File: src/rtl/pixel_word_packer.sv
// Packs four 8-bit pixels into one 32-bit word (first pixel in [31:24]) behind a registered valid/ready output.
// Optional feature: define PACKER_FLUSH_EN to let pix_last flush a partial, padded word.
module pixel_word_packer #(
    parameter logic [7:0] PAD_PIXEL = 8'h00
) (
    input  logic        clk,
    input  logic        rst,
    input  logic [7:0]  pix_in,
    input  logic        pix_valid,
    input  logic        pix_last,
    output logic        pix_ready,
    output logic [31:0] word_out,
    output logic        word_valid,
    output logic        word_last,
    output logic [2:0]  word_fill,
    input  logic        word_ready
);

`ifdef PACKER_FLUSH_EN
    localparam bit FLUSH_EN = 1'b1;
`else
    localparam bit FLUSH_EN = 1'b0;
`endif

    typedef enum logic [1:0] {
        FILL0 = 2'd0,
        FILL1 = 2'd1,
        FILL2 = 2'd2,
        FILL3 = 2'd3
    } state_t;

    state_t      state;
    logic [31:0] asm_word;
    logic [31:0] next_word;
    logic [31:0] word_q;
    logic        valid_q;
    logic        last_q;
    logic [2:0]  fill_q;
    logic        accept;
    logic        complete;

    assign pix_ready = !rst && (!valid_q || word_ready);
    assign accept    = pix_valid && pix_ready;
    assign complete  = accept && ((state == FILL3) || (FLUSH_EN && pix_last));

    // Lanes above the current one are padded so a flushed word never exposes stale pixels.
    always_comb begin
        next_word = asm_word;
        case (state)
            FILL0:   next_word = {pix_in, PAD_PIXEL, PAD_PIXEL, PAD_PIXEL};
            FILL1:   next_word = {asm_word[31:24], pix_in, PAD_PIXEL, PAD_PIXEL};
            FILL2:   next_word = {asm_word[31:16], pix_in, PAD_PIXEL};
            FILL3:   next_word = {asm_word[31:8], pix_in};
            default: next_word = asm_word;
        endcase
    end

    always_ff @(posedge clk) begin
        if (rst) begin
            state    <= FILL0;
            asm_word <= 32'h0;
            word_q   <= 32'h0;
            valid_q  <= 1'b0;
            last_q   <= 1'b0;
            fill_q   <= 3'd0;
        end else begin
            if (valid_q && word_ready) begin
                valid_q <= 1'b0;
            end
            if (accept) begin
                asm_word <= next_word;
                if (complete) begin
                    word_q  <= next_word;
                    valid_q <= 1'b1;
                    last_q  <= FLUSH_EN && pix_last;
                    fill_q  <= {1'b0, state} + 3'd1;
                    state   <= FILL0;
                end else begin
                    state <= state_t'(state + 2'd1);
                end
            end
        end
    end

    assign word_out   = word_q;
    assign word_valid = valid_q;
    assign word_last  = FLUSH_EN ? last_q : 1'b0;
    assign word_fill  = FLUSH_EN ? fill_q : 3'd4;

endmodule

File: config.mk
export PLATFORM = sky130hd
export DESIGN_NAME = pixel_word_packer
export DESIGN_NICKNAME = d
export VERILOG_FILES = /design/src/rtl/pixel_word_packer.sv
export SDC_FILE = /design/constraint.sdc
export NUM_CORES = 1
export LEC_CHECK = 0
export ABC_CLOCK_PERIOD_IN_PS = 2100
export CORE_ASPECT_RATIO = 0.8
export CORE_MARGIN = 5
export CORE_UTILIZATION = 51
export DETAILED_ROUTE_END_ITERATION = 7
export GPL_TIMING_DRIVEN = 0
export PLACE_DENSITY = 0.79
export SYNTH_ARGS = -nofsm -noshare
export SYNTH_HDL_FRONTEND = slang
export SYNTH_SLANG_ARGS = --single-unit
File: constraint.sdc
create_clock -name clk -period 2.1 [get_ports clk]
set_input_delay 0.21 -clock clk [delete_from_list [all_inputs] [get_ports clk]]
set_output_delay 0.21 -clock clk [all_outputs]
set_load 0.02 [all_outputs]
==> metrics.md <==
| Metric | Value |
|---|---|
| Worst vdd ir | between 400 and 500 uV |
| Drt via density | around 6.2 |
| Detailed-placement wirelength estimate | 5.305 mm |
| Via Count | 2436 |
| Post-CTS setup buffers | 0 |
| CTS Hold Bufs | 0 |
| Flops & latches, synth | between 50 and 60 |
| Dpl cells | roughly 380 |
| Total GRT Usage | 0.2370 |
| Critical path required time | about 2.3 ns |
| Num CTS Buffers | 9 |
| Syn_area_per_cell | between 9 and 10 sq um |
| Most common cell after layout, fill and taps aside | dfxtp_1 |
| DRT antenna net count | 0 |
| Buffer depth of the longest clock path | 2 |
| Synth unique cells | 33 |
| Pleak | approximately 1.2 nW |
| Grt ovf | 0 |
| Area growth syn-to-layout | 27.92% |
| Commonest non-fill, non-tap cells in the layout | dfxtp_1 (59), clkdlybuf4s50_1 (44), o311ai_0 (37) |
| YS warnings | 0 |
| Setup-failing EPs final | 0 |
| Multi-input logic area | 0.001176 sq mm |
| IO Count | 51 |
| Worst Path Arrival | 2.01 ns |
| Syn Inst Count | about 270 |
| Die Y | 73.80 microns |
| Critical path launch point type | register |
| Slew at the pin closest to its max-slew limit | 0.7890 ns |
| Post-Syn Area | ~0.0026 sq mm |
| Hold Crit Class | reg2reg |
| Overall routed net length | around 7.5 mm |
| Rel. slew slack | 0.4740 |
| FP Rows | 23 |
| Fillers | a little over 400 |
| Root Driver | clkbuf_8 |
| Clk pin slew, worst setup/hold paths | about 0.070 ns |
| Layout Nets | 340 |
| Die Wd | about 90 microns |
| Placer Congestion | around 0.87 |
| Area after DPL | 0.003131 sq mm |
| Clk Latency, worst-skew pair | roughly 0.34 ns |
| Residual DRC count | 0 |
| RSZ-0062 raised after global routing | no |
| Largest net degree at the start of global routing | 20 |
| Sequential cell area | about 0.0012 sq mm |
| Fin cells | 390 |
| Initial antenna violation count | 0 |
| Crit Path Max Fanout | 10 |
| Kind of critical path | reg2reg |
| Final instance area | between 0.003 and 0.004 sq mm |
| WL per Instance | between 15 and 20 microns |
| Die ar. | 0.006624 sq mm |
| Period utilisation layout | 0.8571 |
| Core area | around 0.005 sq mm |
| IO buf count | between 40 and 50 |
| Setup Skew | 0.008388 ns |
| Hold Vio Cnt, Final | 0 |
| Clk sink count | between 50 and 60 |
| Max-cap violations | 0 |
| Number of inserted diodes | 0 |
| Htree depth | 3 |
| Crit. End Element | register |
| Power density over cell area | ~730 mW/mm^2 |
| Starting density of the core | 0.5212 |
| Share of cells above drive strength 1 | 0.1067 |
| Highest Clock Rate | 555.6 MHz |
| Vias in the first global route | approximately 2300 |
| First-pass GRT wire length | 12.29 mm |
| Initial drt markers | 221 |
| Tmin final | 1.800 ns |
| Status | complete, no violations |
| Sequential fraction of the synthesis area | 0.4552 |
| Iteration count of the initial detailed-routing pass | 4 |
| CTS tree | yes |
| Max-slew violation count | 0 |
[cell usage after synthesis]
| library cell | count | area share |
|---|---|---|
| a21oi_1 | 12 | 0.023 |
| a22oi_1 | 8 | 0.023 |
| a32o_1 | 8 | 0.031 |
| and2b_4 | 1 | 0.0039 |
| and4b_1 | 1 | 0.0039 |
| buf_1 | 1 | 0.0014 |
| buf_2 | 9 | 0.017 |
| buf_4 | 5 | 0.014 |
| buf_6 | 1 | 0.0043 |
| clkbuf_1 | 17 | 0.025 |
| clkbuf_2 | 1 | 0.0019 |
| conb_1 | 2 | 0.0029 |
| dfxtp_1 | 59 | 0.46 |
| ha_1 | 4 | 0.019 |
| inv_1 | 20 | 0.029 |
| inv_2 | 1 | 0.0014 |
| mux2i_1 | 8 | 0.031 |
| nand2b_1 | 1 | 0.0024 |
| nand3_1 | 1 | 0.0019 |
| nand3_2 | 1 | 0.0039 |
| nand3b_1 | 1 | 0.0029 |
| nand4_1 | 9 | 0.022 |
| nor2_1 | 3 | 0.0043 |
| nor2b_1 | 1 | 0.0024 |
| nor3_2 | 1 | 0.0039 |
| o211ai_1 | 1 | 0.0029 |
| o21ai_0 | 12 | 0.023 |
| o21ai_1 | 6 | 0.012 |
| o2bb2ai_1 | 8 | 0.027 |
| o311ai_0 | 37 | 0.12 |
| o311ai_1 | 3 | 0.010 |
| o31ai_1 | 16 | 0.046 |
| or4_1 | 8 | 0.023 |
[metrics by stage]
step	power, mW	worst slack (ns)	hold WS [ns]	utilization	setup TNS [ns]
3_3_place_gp	1.416	-0.09629	0.4451	0.6288	-0.09629
5_1_grt	2.522	0.1423	0.4886	0.6668	0
4_1_cts	2.429	0.09188	0.4701	0.6662	0
2_1_floorplan	1.322	0.5922	0.3358	-	0
6_report	2.423	0.3000	0.4668	0.6668	0
3_5_place_dp	1.420	-0.1043	0.4510	0.6288	-0.1043
[final timing paths]
path,from,to,slack [ns],cells past startpoint
max,state[0]$_SDFFE_PP0N_,word_out[26]$_SDFFE_PP0P_,0.30,6
min,asm_word[8]$_SDFFE_PP0N_,asm_word[8]$_SDFFE_PP0N_,0.47,1
max reg2reg,state[0]$_SDFFE_PP0N_,word_out[26]$_SDFFE_PP0P_,0.30,6
min reg2reg,asm_word[8]$_SDFFE_PP0N_,asm_word[8]$_SDFFE_PP0N_,0.47,1
[logic make-up (layout without fill, tap and decap cells)]
logic type / after synthesis / count (layout) / share of synthesized area
multiplexers: 8 / 8 / 0.03086
AO/OA/AOI/OAI: 111 / 111 / 0.3231
other: 2 / 4 / 0.002894
buffers and inverters: 55 / 114 / 0.09450
AND/OR/NAND/NOR: 28 / 28 / 0.07425
flip-flops: 59 / 59 / 0.4552
adder cells (fa/ha/maj): 4 / 4 / 0.01929
[sequential cells by signal, indices dropped and copies added, names as in the netlist]
signal,count
word_valid,1
state,2
word_out,32
asm_word,24
[metal layers]
metal / up-vias / track usage / part of all wire
met3: 14 / 0.07677 / 0.087
met5: - / 0 / 0
met2: 112 / 0.3547 / 0.46
li1: 1161 / - / -
met4: 0 / 0.08389 / 0.016
met1: 1149 / 0.3214 / 0.44
[cell type report]
class / count / share of cell area
Timing Repair Buffer: 45 / 0.1364
Inverter: 21 / 0.02375
Buffer: 32 / 0.04787
Clock buffer: 11 / 0.04259
Tap cell: 62 / 0.02337
Multi-Input combinational cell: 155 / 0.3543
Sequential cell: 59 / 0.3558
Clock inverter: 5 / 0.01583
[critical path: stages (launching register included)]
cell and delay (ns):
dfxtp_1 0.34, inv_1 0.11, ha_1 0.26, buf_2 0.26
buf_2 0.30, mux2i_1 0.29, o21ai_0 0.11
[timing repair]
item,4_1_cts,5_1_grt
gates resized for setup,1,1
pin swaps,0,0
setup endpoints to repair,1,1
[power by group]
| part | leakage [nW] | internal, mW | switching (mW) |
|---|---|---|---|
| clock | 0.0991 | 0.574 | 0.449 |
| sequential | 0.477 | 1.14 | 0.0121 |
| combinational | 0.591 | 0.0842 | 0.166 |
(Power assumes the default switching activity.)
